File: config.mk
export PLATFORM = sky130hd
export DESIGN_NAME = jtag_userop_sched
export DESIGN_NICKNAME = d
export VERILOG_FILES = /design/src/rtl/jtag_userop_sched.sv
export SDC_FILE = /design/constraint.sdc
export NUM_CORES = 1
export LEC_CHECK = 0
export CORE_MARGIN = 5
export CORE_UTILIZATION = 45
export CTS_CLUSTER_SIZE = 10
export DETAILED_ROUTE_END_ITERATION = 8
export GPL_ROUTABILITY_DRIVEN = 0
export GPL_TIMING_DRIVEN = 0
export PLACE_DENSITY = 0.85
export SLEW_MARGIN = 25
export SYNTH_ARGS = -nofsm -noshare
export SYNTH_HDL_FRONTEND = slang
export SYNTH_SLANG_ARGS = --single-unit
File: constraint.sdc
create_clock -name tck -period 2.5 [get_ports tck]
set_input_delay 0.625 -clock tck [delete_from_list [all_inputs] [get_ports tck]]
set_output_delay 0.625 -clock tck [all_outputs]
set_load 0.01 [all_outputs]
File: src/rtl/jtag_userop_sched.sv
// jtag_userop_sched
// Turns opcodes delivered by a JTAG TAP user register into single bus
// transfers. Keeps a current bus address, four sticky error flags and a
// read/status word handed back to the TAP.
//
// Build option: define JTAG_SCHED_TIMEOUT_EN to abort a bus transfer that
// has gone TIMEOUT cycles without bus_ack. Without it the transfer waits
// for bus_ack indefinitely and the timeout flag reads as 0.
//
// All outputs come straight from registers. trst clears every register
// asynchronously, so bus_req drops the moment reset is applied.

module jtag_userop_sched #(
    parameter int unsigned USERDATA_LEN = 32,
    parameter int unsigned USEROP_LEN   = 8,
    parameter int unsigned ADDR_LEN     = 16,
    parameter int unsigned TIMEOUT      = 255
) (
    input  logic                    tck,
    input  logic                    trst,
    input  logic                    userOp_ready,
    input  logic [USEROP_LEN-1:0]   userOp,
    input  logic [USERDATA_LEN-1:0] userData_out,
    output logic [USERDATA_LEN-1:0] userData_in,
    output logic                    bus_req,
    output logic                    bus_we,
    output logic [ADDR_LEN-1:0]     bus_addr,
    output logic [USERDATA_LEN-1:0] bus_wdata,
    input  logic                    bus_ack,
    input  logic [USERDATA_LEN-1:0] bus_rdata,
    input  logic                    bus_err,
    output logic                    busy
);

    typedef enum logic [1:0] {
        ST_IDLE = 2'd0,
        ST_BUS  = 2'd1,
        ST_DONE = 2'd2
    } state_t;

    localparam logic [USEROP_LEN-1:0] OP_NOP       = USEROP_LEN'(8'h00);
    localparam logic [USEROP_LEN-1:0] OP_SET_ADDR  = USEROP_LEN'(8'h01);
    localparam logic [USEROP_LEN-1:0] OP_WRITE     = USEROP_LEN'(8'h02);
    localparam logic [USEROP_LEN-1:0] OP_WRITE_INC = USEROP_LEN'(8'h03);
    localparam logic [USEROP_LEN-1:0] OP_READ      = USEROP_LEN'(8'h04);
    localparam logic [USEROP_LEN-1:0] OP_READ_INC  = USEROP_LEN'(8'h05);
    localparam logic [USEROP_LEN-1:0] OP_STATUS    = USEROP_LEN'(8'h06);

    // Packs the sticky flags and current address into the TAP status word.
    function automatic logic [USERDATA_LEN-1:0] build_status(
        input logic                err_f,
        input logic                tmo_f,
        input logic                ovr_f,
        input logic                ill_f,
        input logic [ADDR_LEN-1:0] addr_v
    );
        logic [USERDATA_LEN+ADDR_LEN+15:0] word_v;
        word_v                 = '0;
        word_v[0]              = err_f;
        word_v[1]              = tmo_f;
        word_v[2]              = ovr_f;
        word_v[3]              = ill_f;
        word_v[ADDR_LEN+15:16] = addr_v;
        return word_v[USERDATA_LEN-1:0];
    endfunction

    state_t                  state_r, state_s;
    logic                    ready_prev_r;
    logic                    accept_s;
    logic [ADDR_LEN-1:0]     addr_r, addr_s;
    logic                    we_r, we_s;
    logic                    inc_r, inc_s;
    logic                    req_r, req_s;
    logic                    busy_r;
    logic [USERDATA_LEN-1:0] wdata_r, wdata_s;
    logic [USERDATA_LEN-1:0] dout_r, dout_s;
    logic                    flag_err_r, flag_err_s;
    logic                    flag_ovr_r, flag_ovr_s;
    logic                    flag_ill_r, flag_ill_s;
    logic                    set_err_s, set_ovr_s, set_ill_s, clr_flags_s;
    logic                    flag_tmo_view_s;

`ifdef JTAG_SCHED_TIMEOUT_EN
    localparam int unsigned TMO_CNT_W = (TIMEOUT > 1) ? $clog2(TIMEOUT) : 1;

    logic [TMO_CNT_W-1:0] tmo_cnt_r, tmo_cnt_s;
    logic                 flag_tmo_r, flag_tmo_s;
    logic                 set_tmo_s;

    assign flag_tmo_view_s = flag_tmo_r;
`else
    assign flag_tmo_view_s = 1'b0;
`endif

    // A command is taken only on a low-to-high transition of userOp_ready.
    assign accept_s = userOp_ready & ~ready_prev_r;

    // Next-state, bus-control, address and flag logic for the scheduler FSM.
    always_comb begin
        state_s     = state_r;
        addr_s      = addr_r;
        we_s        = we_r;
        inc_s       = inc_r;
        req_s       = req_r;
        wdata_s     = wdata_r;
        dout_s      = dout_r;
        set_err_s   = 1'b0;
        set_ovr_s   = 1'b0;
        set_ill_s   = 1'b0;
        clr_flags_s = 1'b0;
`ifdef JTAG_SCHED_TIMEOUT_EN
        tmo_cnt_s   = tmo_cnt_r;
        set_tmo_s   = 1'b0;
`endif
        case (state_r)
            ST_IDLE: begin
                if (accept_s) begin
                    case (userOp)
                        OP_NOP: begin
                            state_s = ST_IDLE;
                        end
                        OP_SET_ADDR: begin
                            addr_s = userData_out[ADDR_LEN-1:0];
                        end
                        OP_WRITE, OP_WRITE_INC: begin
                            state_s = ST_BUS;
                            req_s   = 1'b1;
                            we_s    = 1'b1;
                            wdata_s = userData_out;
                            inc_s   = (userOp == OP_WRITE_INC);
`ifdef JTAG_SCHED_TIMEOUT_EN
                            tmo_cnt_s = '0;
`endif
                        end
                        OP_READ, OP_READ_INC: begin
                            state_s = ST_BUS;
                            req_s   = 1'b1;
                            we_s    = 1'b0;
                            inc_s   = (userOp == OP_READ_INC);
`ifdef JTAG_SCHED_TIMEOUT_EN
                            tmo_cnt_s = '0;
`endif
                        end
                        OP_STATUS: begin
                            dout_s      = build_status(flag_err_r, flag_tmo_view_s,
                                                       flag_ovr_r, flag_ill_r, addr_r);
                            clr_flags_s = 1'b1;
                        end
                        default: begin
                            set_ill_s = 1'b1;
                        end
                    endcase
                end else begin
                    state_s = ST_IDLE;
                end
            end
            ST_BUS: begin
                // A new command arriving mid-transfer is dropped and flagged.
                if (accept_s) begin
                    set_ovr_s = 1'b1;
                end else begin
                    set_ovr_s = 1'b0;
                end
                if (bus_ack) begin
                    state_s = ST_DONE;
                    req_s   = 1'b0;
                    if (!we_r) begin
                        dout_s = bus_rdata;
                    end else begin
                        dout_s = dout_r;
                    end
                    if (bus_err) begin
                        set_err_s = 1'b1;
                    end else begin
                        set_err_s = 1'b0;
                    end
                    if (inc_r) begin
                        addr_s = addr_r + ADDR_LEN'(1);
                    end else begin
                        addr_s = addr_r;
                    end
`ifdef JTAG_SCHED_TIMEOUT_EN
                end else if (tmo_cnt_r == TMO_CNT_W'(TIMEOUT - 1)) begin
                    // Give up: data and address are left untouched.
                    state_s   = ST_DONE;
                    req_s     = 1'b0;
                    set_tmo_s = 1'b1;
                end else begin
                    tmo_cnt_s = tmo_cnt_r + TMO_CNT_W'(1);
`else
                end else begin
                    state_s = ST_BUS;
`endif
                end
            end
            ST_DONE: begin
                state_s = ST_IDLE;
                if (accept_s) begin
                    set_ovr_s = 1'b1;
                end else begin
                    set_ovr_s = 1'b0;
                end
            end
            default: begin
                state_s = ST_IDLE;
                req_s   = 1'b0;
            end
        endcase

        // A flag raised in the same cycle as a STATUS clear stays set.
        flag_err_s = (flag_err_r & ~clr_flags_s) | set_err_s;
        flag_ovr_s = (flag_ovr_r & ~clr_flags_s) | set_ovr_s;
        flag_ill_s = (flag_ill_r & ~clr_flags_s) | set_ill_s;
`ifdef JTAG_SCHED_TIMEOUT_EN
        flag_tmo_s = (flag_tmo_r & ~clr_flags_s) | set_tmo_s;
`endif
    end

    // State, datapath and flag registers; ready_prev resets high so a
    // userOp_ready held high through reset is not taken as a new command.
    always_ff @(posedge tck or negedge trst) begin
        if (!trst) begin
            state_r      <= ST_IDLE;
            ready_prev_r <= 1'b1;
            addr_r       <= '0;
            we_r         <= 1'b0;
            inc_r        <= 1'b0;
            req_r        <= 1'b0;
            busy_r       <= 1'b0;
            wdata_r      <= '0;
            dout_r       <= '0;
            flag_err_r   <= 1'b0;
            flag_ovr_r   <= 1'b0;
            flag_ill_r   <= 1'b0;
        end else begin
            state_r      <= state_s;
            ready_prev_r <= userOp_ready;
            addr_r       <= addr_s;
            we_r         <= we_s;
            inc_r        <= inc_s;
            req_r        <= req_s;
            busy_r       <= (state_s != ST_IDLE);
            wdata_r      <= wdata_s;
            dout_r       <= dout_s;
            flag_err_r   <= flag_err_s;
            flag_ovr_r   <= flag_ovr_s;
            flag_ill_r   <= flag_ill_s;
        end
    end

`ifdef JTAG_SCHED_TIMEOUT_EN
    // Bus wait counter and sticky timeout flag.
    always_ff @(posedge tck or negedge trst) begin
        if (!trst) begin
            tmo_cnt_r  <= '0;
            flag_tmo_r <= 1'b0;
        end else begin
            tmo_cnt_r  <= tmo_cnt_s;
            flag_tmo_r <= flag_tmo_s;
        end
    end
`endif

    assign userData_in = dout_r;
    assign bus_req     = req_r;
    assign bus_we      = we_r;
    assign bus_addr    = addr_r;
    assign bus_wdata   = wdata_r;
    assign busy        = busy_r;

endmodule

==> results.json <==
{
  "num_rows": 35,
  "cts-buffers-inserted": 9,
  "critPathMaxStageDelay_ps": 490,
  "worst_pin_slew_ps": 850,
  "cp.required_ps": 2730,
  "criticalPathCategory": "in2reg",
  "rrSetupSlack_ps": 220,
  "numPortBuffers": 156,
  "final_max_slew_viol_count": 0,
  "grt_pass1_wl_um": 19800,
  "clockBufferDepth": 2,
  "yosysMostFrequentCell": "dfrtp_1",
  "synth_cell_type_count": 59,
  "die-height_um": 108,
  "synth_compound_gate_area_share_pct": 12.1,
  "root_buffer": "clkbuf_8",
  "r2r_start": "state_r[0]",
  "wl_per_cell_um": 18.0,
  "io_pins": 160,
  "fp.coreArea_sq_um": 9280,
  "syn-cell-area_sq_um": 4290,
  "worst_ep_arrival_time_ps": 2640,
  "power.total_mw": 3.27,
  "synth_flop_cell": "dfrtp_1",
  "cts_sinks": 90,
  "grt_start_max_net_pins": 52,
  "dp_hpwl_um": 9710,
  "ys_top_cells_by_area": "dfrtp_1, mux2_2, mux2i_1",
  "finalSetupViolCount": 0,
  "timing.final.crit_share_pct": 96.2,
  "pwr_density_cell_nw_per_um2": 522,
  "h-tree-depth": 3,
  "syn_inst": 397,
  "clock_latency_ps": 360,
  "grt_setup_unrepaired": "no",
  "ys_ff_latch": 90,
  "vias": 3856,
  "firstDrtPassIters": 5,
  "yosys.area.top_type": "dfrtp_1",
  "max_freq_mhz": 416,
  "nets": 648,
  "synth_edf_count": 0,
  "drcViolationCount": 0,
  "grt_usage_pct": 21.5,
  "async_reset_ff_share_pct": 100,
  "synth_fa_ha_area_share_pct": 1.17,
  "ir_drop_mv": 0.252,
  "p_leak_nw": 2.68,
  "diodes": 0,
  "cts_hold_buf": 0,
  "hold_slack_ps": 162,
  "ys_seq_area_share_pct": 52.6,
  "drive_gt1_share_pct": 15.2,
  "die_w_um": 108,
  "fin_skew_ps": 12.8,
  "status": "finished, final reports clean",
  "cp-start-kind": "input port",
  "crit_chain": "clkdlybuf4s50_1 > nor2b_1 > nand4_4 > a21oi_2 > buf_4 > a21oi_1 > a311oi_1",
  "antenna_found_initial": 0,
  "wl_um": 12600,
  "rr_worst_depth": 9,
  "syn_to_final_growth_pct": 45.8,
  "vias_per_cell": 5.50,
  "synthSimpleGateAreaFrac_pct": 15.5,
  "start_util_pct": 46.2,
  "max_slew_margin_pct": 43.3,
  "grt_pass1_vias": 3899,
  "cts_tree": "yes",
  "final.min_clock_period_ps": 2410,
  "grt-ovfl-total": 0,
  "syn_nets": 478,
  "avgSynthCellArea_sq_um": 10.8,
  "critPathSlowestCell": "clkdlybuf4s50_1",
  "endpoint_kind": "flip-flop",
  "reg2reg_to": "bus_wdata[11]",
  "maxCapViolCount": 0,
  "yosys_warnings": 0,
  "synthXorXnorAreaFrac_pct": 0.204,
  "synth_top_family_by_area": "simple AND/OR/NAND/NOR gates",
  "ant_nets": 0,
  "critPathMaxFanout": 10,
  "drtIter0Drc": 246,
  "hp-class": "in2async",
  "synth_mux_area_share_pct": 14.1,
  "yosys-top-cells-count": "dfrtp_1, nor2_1, mux2_2",
  "finalHoldViolations": 0,
  "die-area_sq_um": 11600,
  "clk_pin_slew_ps": 100,
  "synth_top_area_share_pct": 51.9
}
-- final cells by class --
cell class,instances,area (sq um)
well taps,129,161
repair buffers,160,1610
flip-flops and latches,90,2250
inverters,18,67.6
clock inverters,6,48.8
fillers,743,3030
plain buffers,22,116
multi-input cells,266,1850
clock buffers,10,138
-- cells in the final DEF, fill, tap and decap left out, types with 3 or more instances in the layout --
master	synthesis	final
a21oi_1	29	29
or2_2	4	4
clkbuf_8	0	10
mux2_2	32	32
o22ai_1	4	4
buf_2	11	11
nor3_1	4	4
nand3_1	25	25
a311oi_1	6	6
buf_6	2	3
nor2b_1	4	4
dfrtp_1	89	89
clkdlybuf4s50_1	0	155
nand4_1	4	4
nand2_1	18	18
ha_1	4	4
mux2i_1	23	23
clkbuf_1	7	6
inv_1	18	18
o21ai_0	23	23
nor2_1	34	34
and3_1	4	4
nand2b_1	3	3
nor4_1	4	4
buf_4	1	4
-- repair_timing --
item / in CTS / in global routing
gates resized for setup: 0 / 1
endpoints found under the setup margin: 0 / 27
setup buffers: 0 / 3
-- how the worst max path moves through the flow --
| stage | cells after the start | startpoint | to | slack [ps] |
|---|---|---|---|---|
| finish | 7 | userOp_ready | bus_addr[14] | 90 |
| CTS | 6 | userOp_ready | bus_addr[11] | 20 |
| floorplan | 6 | userOp[2] | bus_addr[15] | 480 |
| global placement | 1 | trst | bus_wdata[24] | -2410 |
| global route | 7 | userOp_ready | bus_addr[14] | 40 |
| detailed placement | 6 | userOp_ready | bus_addr[11] | -350 |
-- stage by stage --
| stage | cells | util [%] | instance area (sq um) | setup TNS (ps) | worst slack [ps] |
|---|---|---|---|---|---|
| after detailed placement | 683 | 65.1 | 6040 | -13900 | -348 |
| final | 701 | 67.3 | 6250 | 0 | 94.0 |
| after global routing | 701 | 67.3 | 6250 | 0 | 40.2 |
| after global placement | 682 | 64.7 | 6010 | -226520 | -2410 |
| after floorplan | 397 | - | 4290 | 0 | 479 |
| after CTS | 699 | 67.1 | 6230 | 0 | 18.8 |
-- report_power, final --
part / switching (mW) / internal [mW] / leakage (nW)
logic: 0.266 / 0.371 / 1.46
clock network: 0.539 / 0.399 / 0.0908
registers: 0.136 / 1.56 / 1.14
-- worst max-delay path: cells and delay by family --
kind | cells | cell delay (ps)
and+or+nand+nor | 2 | 620
AOI/OAI and AO/OA | 3 | 670
buffers and inverters | 2 | 720
-- registers in the layout (all words and copies together), names as in the netlist --
| register | flops |
|---|---|
| bus_we | 1 |
| inc_r | 1 |
| flag_ovr_r | 1 |
| ready_prev_r | 1 |
| userData_in | 32 |
| flag_ill_r | 1 |
| busy | 1 |
| bus_req | 1 |
| bus_wdata | 32 |
| state_r | 2 |
| flag_err_r | 1 |
| bus_addr | 16 |
-- cell families (layout without fill, tap and decap cells) --
group	count (synthesis)	in the layout
AO/OA/AOI/OAI	83	83
XOR/XNOR	1	1
adder cells (fa/ha/maj)	4	4
buffers and inverters	41	216
flip-flops	90	90
multiplexers	56	56
AND/OR/NAND/NOR	122	122
-- layer usage --
metal	part of all wire [%]	wire [um]	vias up	GRT usage, %
met3	11	1390	29	7.08
met2	47	5930	223	35.7
met4	2.0	257	0	6.76
met1	40	5050	1849	26.6
li1	-	-	1755	-
met5	0	0	-	0
Note: power is estimated with default switching activity, not from simulation.
